$ cat src/rtl/hazard_pkg.sv
// Shared types and helpers for the pipeline hazard/forwarding controller.
//   FWD_*       : encodings of the EX operand forwarding selects
//   slot_t      : one in-flight destination record {valid, addr, load}
//   slot_match  : true when an in-flight slot supplies a register the ID
//                 instruction actually reads
package hazard_pkg;

  localparam logic [1:0] FWD_RF    = 2'd0;
  localparam logic [1:0] FWD_EXMEM = 2'd1;
  localparam logic [1:0] FWD_MEMWB = 2'd2;

  typedef struct packed {
    logic       valid;
    logic [4:0] addr;
    logic       load;
  } slot_t;

  // Slots with addr 0 are never marked valid, so r0 can never match here.
  function automatic logic slot_match(input slot_t slot, input logic [4:0] reg_idx,
                                      input logic uses);
    return uses && slot.valid && (slot.addr == reg_idx);
  endfunction

endpackage

$ cat src/rtl/hazard_scoreboard.sv
// Three-stage destination scoreboard (ex -> mem -> wb).
//   clk, reset : pipeline clock, synchronous active-high reset
//   issue      : the ID instruction enters EX this cycle
//   in_slot    : record of the ID instruction's destination
//   ex_slot, mem_slot, wb_slot : current contents of the three slots
module hazard_scoreboard
  import hazard_pkg::*;
(
  input  logic  clk,
  input  logic  reset,
  input  logic  issue,
  input  slot_t in_slot,
  output slot_t ex_slot,
  output slot_t mem_slot,
  output slot_t wb_slot
);

  slot_t ex_q, ex_d;
  slot_t mem_q, mem_d;
  slot_t wb_q, wb_d;

  always_comb begin
    ex_d  = '0;
    if (issue) ex_d = in_slot;
    mem_d = ex_q;
    wb_d  = mem_q;
  end

  always_ff @(posedge clk) begin
    if (reset) begin
      ex_q  <= '0;
      mem_q <= '0;
      wb_q  <= '0;
    end else begin
      ex_q  <= ex_d;
      mem_q <= mem_d;
      wb_q  <= wb_d;
    end
  end

  assign ex_slot  = ex_q;
  assign mem_slot = mem_q;
  assign wb_slot  = wb_q;

endmodule

$ cat src/rtl/pipeline_hazard_ctrl.sv
// Hazard and forwarding controller for a 5-stage MIPS pipeline.
//   clk, reset        : pipeline clock, synchronous active-high reset
//   id_rs/id_rt       : source fields of the ID instruction (+ id_uses_rs/rt)
//   id_regwr/id_addrc : ID instruction writes register id_addrc
//   id_memrd          : ID instruction is a load
//   id_jump           : jump resolved in ID
//   ex_br_taken       : branch in EX resolved taken
//   stall, ifid_hold  : load-use bubble into ID/EX, hold PC and IF/ID
//   ifid_flush        : zero IF/ID on the next edge
//   fwd_a, fwd_b      : registered EX operand forwarding selects
//   stall_cnt, flush_cnt : saturating debug event counters
module pipeline_hazard_ctrl
  import hazard_pkg::*;
#(
  parameter int unsigned CNT_W = 16
) (
  input  logic             clk,
  input  logic             reset,
  input  logic [4:0]       id_rs,
  input  logic [4:0]       id_rt,
  input  logic             id_uses_rs,
  input  logic             id_uses_rt,
  input  logic             id_regwr,
  input  logic [4:0]       id_addrc,
  input  logic             id_memrd,
  input  logic             id_jump,
  input  logic             ex_br_taken,
  output logic             stall,
  output logic             ifid_hold,
  output logic             ifid_flush,
  output logic [1:0]       fwd_a,
  output logic [1:0]       fwd_b,
  output logic [CNT_W-1:0] stall_cnt,
  output logic [CNT_W-1:0] flush_cnt
);

  slot_t ex_slot, mem_slot, wb_slot;
  slot_t id_slot;
  logic  issue;
  logic  rs_ex, rt_ex, rs_mem, rt_mem;

  logic [1:0]       fwd_a_q, fwd_a_d;
  logic [1:0]       fwd_b_q, fwd_b_d;
  logic [CNT_W-1:0] stall_cnt_q, stall_cnt_d;
  logic [CNT_W-1:0] flush_cnt_q, flush_cnt_d;

  // The WB slot and the load bit past EX are tracked but no logic here reads them.
  logic unused_slot_bits;
  assign unused_slot_bits = ^{mem_slot.load, wb_slot};

  hazard_scoreboard u_scoreboard (
    .clk      (clk),
    .reset    (reset),
    .issue    (issue),
    .in_slot  (id_slot),
    .ex_slot  (ex_slot),
    .mem_slot (mem_slot),
    .wb_slot  (wb_slot)
  );

  always_comb begin
    rs_ex  = slot_match(ex_slot,  id_rs, id_uses_rs);
    rt_ex  = slot_match(ex_slot,  id_rt, id_uses_rt);
    rs_mem = slot_match(mem_slot, id_rs, id_uses_rs);
    rt_mem = slot_match(mem_slot, id_rt, id_uses_rt);

    // A taken branch kills the ID instruction, so it can never cause a stall.
    stall      = !ex_br_taken && ex_slot.load && (rs_ex || rt_ex);
    ifid_hold  = stall;
    issue      = !stall && !ex_br_taken;
    // A stalled jump is re-presented next cycle, so its flush waits too.
    ifid_flush = ex_br_taken || (id_jump && !stall);

    id_slot.valid = id_regwr && (id_addrc != 5'd0);
    id_slot.addr  = id_addrc;
    id_slot.load  = id_memrd;

    fwd_a_d = FWD_RF;
    fwd_b_d = FWD_RF;
    if (issue) begin
      if (rs_ex)       fwd_a_d = FWD_EXMEM;
      else if (rs_mem) fwd_a_d = FWD_MEMWB;
      if (rt_ex)       fwd_b_d = FWD_EXMEM;
      else if (rt_mem) fwd_b_d = FWD_MEMWB;
    end

    stall_cnt_d = stall_cnt_q;
    if (stall && (stall_cnt_q != '1)) stall_cnt_d = stall_cnt_q + CNT_W'(1);
    flush_cnt_d = flush_cnt_q;
    if (ifid_flush && (flush_cnt_q != '1)) flush_cnt_d = flush_cnt_q + CNT_W'(1);
  end

  always_ff @(posedge clk) begin
    if (reset) begin
      fwd_a_q     <= FWD_RF;
      fwd_b_q     <= FWD_RF;
      stall_cnt_q <= '0;
      flush_cnt_q <= '0;
    end else begin
      fwd_a_q     <= fwd_a_d;
      fwd_b_q     <= fwd_b_d;
      stall_cnt_q <= stall_cnt_d;
      flush_cnt_q <= flush_cnt_d;
    end
  end

  assign fwd_a     = fwd_a_q;
  assign fwd_b     = fwd_b_q;
  assign stall_cnt = stall_cnt_q;
  assign flush_cnt = flush_cnt_q;

endmodule

$ cat config.mk
export PLATFORM = sky130hd
export DESIGN_NAME = pipeline_hazard_ctrl
export DESIGN_NICKNAME = d
export VERILOG_FILES = /design/src/rtl/hazard_pkg.sv /design/src/rtl/hazard_scoreboard.sv /design/src/rtl/pipeline_hazard_ctrl.sv
export SDC_FILE = /design/constraint.sdc
export NUM_CORES = 1
export LEC_CHECK = 0
export CAP_MARGIN = 20
export CORE_ASPECT_RATIO = 0.7
export CORE_MARGIN = 10
export CORE_UTILIZATION = 45
export CTS_BUF_LIST = sky130_fd_sc_hd__clkbuf_4 sky130_fd_sc_hd__clkbuf_8
export CTS_CLUSTER_SIZE = 20
export DETAILED_ROUTE_END_ITERATION = 8
export GPL_TIMING_DRIVEN = 0
export PLACE_DENSITY = 0.75
export SYNTH_ARGS = -nofsm -noshare
export SYNTH_HDL_FRONTEND = slang
export SYNTH_SLANG_ARGS = --single-unit
$ cat constraint.sdc
create_clock -name clk -period 2.15 [get_ports clk]
set_input_delay 0.3225 -clock clk [delete_from_list [all_inputs] [get_ports clk]]
set_output_delay 0.3225 -clock clk [all_outputs]
set_load 0.005 [all_outputs]
## Yosys cells after proc, flatten, opt, wreduce, memory -nomap -nowiden

Cells that the tools add are included.

- Add/sub/neg operators: 2
- Reduce and logical (&&, ||, !) cells: 23
- Shift operators: 0
- Mux-type cells: 4
- Multipliers: 0
- $lt $le $gt $ge: 0
- Divide/modulo/power cells: 0
- Eq/ne operators: 6
- Bitwise gates (word level): 1

Operators with widths:

| cell | number |
|---|---|
| 16-bit by 1-bit adder with 16-bit output, second input constant | 2 |
| 16-bit inequality test, second input constant | 2 |
| 5-bit equality test | 4 |
| 1-bit logical AND | 15 |
| 3-bit OR reduction | 2 |
| 5-bit nonzero test | 1 |
| 2-bit 2-to-1 mux | 2 |
| 1-bit logical NOT | 2 |
| 1-bit logical OR | 2 |
| 1-bit 2-to-1 mux | 2 |
| 2-bit OR reduction | 1 |
| 1-bit inverter | 1 |

- Bits of input ports: 23
- Register bits after elaboration: 49
- Memories: 0
- Bits in latches: 0
- Output and inout port bits: 39
- Bits in writable memories: 0
- Logic and storage cells: 47
- ROM bits: 0

## Logic depth before layout (Yosys ltp)

- Word-level depth: 8
- Depth in mapped cells: 8

## Cells and area by module

A second synthesis with hierarchy kept.

- Cell total of the unflattened synthesis: 306
- Area, all modules: 2817.7 sq um

By module, submodules not included:

| module | sequential area each (sq um) | instances | cells each | area each (sq um) |
|---|---|---|---|---|
| pipeline_hazard_ctrl | 720.7 | 1 | 262 | 2209.6 |
| hazard_scoreboard | 420.4 | 1 | 44 | 608.1 |

## Worst setup path before layout

No wires, ideal clock.

- Kind: register to register
- Start: register stall_cnt_q[0], in the netlist stall_cnt[0]
- End: register stall_cnt_q[2], in the netlist stall_cnt[2]
- Buffers on the path: 1
- Setup time: 70 ps
- Path slack: 142 ps
- Cell stages (with the launch flop): 9
- Data required time: 2080 ps
- Data arrival time: 1938 ps
- Cells stage by stage: dfxtp_1 ha_1 inv_1 or4_1 nor2_1 a211oi_4 buf_2 a21bo_2 a21oi_1

- Longest elaborated chain between the ends: 2
- Elaborated cells on any way between the ends: 3
- Those cells by class: add/sub: 1; eq/ne: 1; reduce/logical: 1

RTL lines:

| item | line | source |
|---|---|---|
| start: declaration | pipeline_hazard_ctrl.sv:44 | `logic [CNT_W-1:0] stall_cnt_q, stall_cnt_d;` |
| start signal: assignment | pipeline_hazard_ctrl.sv:102 | `stall_cnt_q <= stall_cnt_d;` |
| branches (longest 2 deep; another with 16-bit by 1-bit adder with 16-bit output) | - |  |

Several ways; the timed one is not identified.
A chain may end at the register's enable or synchronous reset.

## Final worst setup path

- Start: register u_scoreboard.ex_q, in the netlist u_scoreboard.ex_slot[4]
- End: register stall_cnt_q[5], in the netlist stall_cnt[5]

- Longest elaborated chain between the ends: 5
- Elaborated cells on any way between the ends: 7
- Those cells by class: eq/ne: 2; reduce/logical: 5

RTL lines:

| item | line | source |
|---|---|---|
| start: declaration | hazard_scoreboard.sv:18 | `slot_t ex_q, ex_d;` |
| start signal: assignment | hazard_scoreboard.sv:31 | `ex_q <= '0;` |
| start signal: assignment | hazard_scoreboard.sv:35 | `ex_q <= ex_d;` |
| 5-bit equality test | hazard_pkg.sv:21 | `return uses && slot.valid && (slot.addr == reg_idx);` |
| 1-bit logical AND | hazard_pkg.sv:21 |  |
| 1-bit logical OR (*) | pipeline_hazard_ctrl.sv:68 | `stall = !ex_br_taken && ex_slot.load && (rs_ex \|\| rt_ex);` |
| 1-bit logical AND (*) | pipeline_hazard_ctrl.sv:68 |  |
| 1-bit logical AND (*) | pipeline_hazard_ctrl.sv:88 | `if (stall && (stall_cnt_q != '1)) stall_cnt_d = stall_cnt_q + CNT_W'(1);` |

Every way passes the cells marked *; elsewhere a longest branch is shown, timed or not.

==> flow_summary.toml <==
[status]
outcome = "complete, but fails checks"
violations = "setup timing"

[sta]
finalCritPeriodShare = 1.03
finalMaxSlewViolations = 0
setup_violations = 4
worst_pin_slew_ns = 0.629
maxSlewHeadroom = 0.580
finalSetupTns_ns = -0.125
setup_slack_ns = -0.0609
rsz0062_at_grt = "true"
clock_skew_ns = 0.00335
max_freq_ghz = 0.452
period_minus_slack_ns = 2.21
final_hold_viol_count = 0

[worst_setup_path]
crit_path_end_kind = "register"
worstPathRequired_ns = 2.40
reg2reg_setup_slack_ns = -0.06
worstPathMaxFanout = 5
cp-start-kind = "register"
arrival_ns = 2.46
criticalPathCategory = "register to register"

[finish]
nets = 375
seq_area_sq_um = 988
area_growth_pct = 42.6
multi_input_area_sq_um = 1390
fill_cells = 458
drive_above_1_share = 0.162
mostFrequentLayoutCells = "clkdlybuf4s50_1, dfxtp_1, a21oi_1"
layout_commonest_cell = "clkdlybuf4s50_1"
layout.cells.non_filler = 423
diodes = 0

[placement]
portBuffers = 60
placedCellCount = 404
dpl.hpwl_mm = 5.05
pre_cts_ws_ns = -0.829
gp_congestion = 0.824

[power]
pwr-share-clk = 0.419
pwr-share-comb = 0.083
internal-power_uw = 1460
leakage_uw = 0.00121
power_density_nw_per_um2 = 552
p_seq_frac = 0.499
p_sw_uw = 415
max-vdd-ir-drop_uv = 248
swShare = 0.221

[synth]
synth_seq_cells = 49
synth.avg_cell_area_sq_um = 8.77
ys_types = 45
synth_edf_count = 0
synthArstFlopShare = 0
syn-num-nets = 297
synthCells = 272
ys.flop_type = "dfxtp_1"
seq_area_frac_synth = 0.411
netlist_area_sq_um = 2390
synth_warnings = 0

[clocking]
clkTransAtPathRegs_ns = 0.09
htreeDepth = 2
worstSkewPairLatency_ns = 0.31
cts_made_buffers = 5
clk_path_buf_depth = 2
cts.sinks = 49
clockRootBuffer = "clkbuf_8"
ctsHoldBuffers = 0
cts_tree = "built"

[grt]
grtUsageTotal = 0.161
grt_overflow = 0
grt_pass1_wl_mm = 11.3
grt_max_degree = 16
first_global_vias = 2190
grt_antenna_before_repair = 0

[floorplanning]
start_util = 0.461
die_y_microns = 80.9
core.rowCount = 22
die_area_sq_um = 8660
core_area_sq_um = 5170
die_w_microns = 107
ioPinCount = 62

[detailed_routing]
drt_pass1_iterations = 5
vias_per_cell = 5.56
drt-total-wl_mm = 6.96
vias = 2353
route.detailed.drc = 0
detail_route.wl_per_cell_microns = 16.4
drtIter0Drc = 119
antenna_left = 0

[flow_run]
max_cap_violations = 0

[hold_path]
hold_class = "register to register"
-- per-stage QoR --
step            util  hold slack, ns  instance area, sq um  total power [uW]
6_report       0.657           0.478                  3400              1880
5_1_grt        0.657           0.514                  3400              1940
4_1_cts        0.646           0.481                  3340              1870
3_5_place_dp   0.595           0.461                  3080              1100
3_3_place_gp   0.595           0.452                  3080              1090
2_1_floorplan      -           0.401                  2390              1010
-- layer usage --
layer	wire (microns)	vias to the layer above	GRT usage
li1	-	1149	-
met1	3250	1111	0.218
met2	3020	87	0.234
met3	627	6	0.0648
met4	59	0	0.0377
met5	0	-	0
-- sequential cells by signal, summed over array words and instances, names as in the netlist --
register               flops
u_scoreboard.mem_slot      6
stall_cnt                 16
fwd_a                      2
fwd_b                      2
u_scoreboard.ex_slot       7
flush_cnt                 16
-- layout make-up --
cell class	instances	share of cell area
plain buffers	11	0.0235
multi-input cells	204	0.408
flip-flops and latches	49	0.291
clock buffers	5	0.0202
well taps	72	0.0265
inverters	7	0.00993
repair buffers	72	0.202
clock inverters	3	0.0191
-- cells in the mapped netlist, types with 2 or more instances --
cell type,instances,area share
nand4_1,12,0.031
ha_1,2,0.010
clkbuf_1,7,0.011
or4_1,3,0.0094
a21bo_2,3,0.013
and3_1,8,0.021
xor2_1,16,0.059
buf_2,2,0.0042
a21o_1,2,0.0063
dfxtp_1,49,0.41
inv_1,7,0.011
o21ai_0,13,0.027
nor3_1,3,0.0063
and2_1,7,0.018
buf_4,2,0.0063
nand3_1,14,0.029
xnor2_1,10,0.037
nor2b_1,8,0.021
nor4_1,5,0.013
or3_1,12,0.031
nand2_1,10,0.016
a211oi_1,4,0.013
mux2_2,2,0.0094
and4_1,4,0.015
nand3b_1,3,0.0094
a311oi_1,2,0.0073
o31ai_1,2,0.0063
nor2_1,21,0.033
a21oi_1,23,0.048
-- critical path, cell delays in order (launching register included) --
cell      delay, ns
dfxtp_2        0.35
xor2_1         0.15
nor4_2         0.28
nand4_1        0.16
buf_6          0.16
buf_8          0.12
a211oi_4       0.30
or4b_4         0.50
a21oi_2        0.12
-- what timing repair did --
action / CTS / global route
buffers inserted: 10 / 2
gates resized for setup: 46 / 16
endpoints found under the setup margin: 36 / 40
pin swaps: 11 / 6
-- power by group through the flow --
| stage | registers [uW] | clock network [uW] | logic (uW) |
|---|---|---|---|
| after floorplan | 952 | 0 | 62.3 |
| after global placement | 955 | 0 | 137 |
| after detailed placement | 955 | 0 | 140 |
| after CTS | 935 | 789 | 147 |
| after global routing | 939 | 833 | 167 |
| final | 936 | 786 | 155 |
-- final timing paths --
check                                              start      endpoint  depth (start not counted)
worst min-delay path            u_scoreboard.mem_slot[6]      fwd_a[1]                          1
worst max register to register   u_scoreboard.ex_slot[4]  stall_cnt[5]                          8
worst min register to register  u_scoreboard.mem_slot[6]      fwd_a[1]                          1
worst max-delay path             u_scoreboard.ex_slot[4]  stall_cnt[5]                          8
-- logic make-up (layout without fill, tap and decap cells) --
family	count (synthesis)	after routing	synth area share
buffers and inverters	19	98	0.0341
muxes	3	3	0.0136
AOI/OAI and AO/OA	57	57	0.157
adders and majority gates	2	2	0.0105
xor gates and xnor gates	26	26	0.0954
DFF	49	49	0.411
and+or+nand+nor	116	116	0.278
Power figures use the tool's default switching activity.
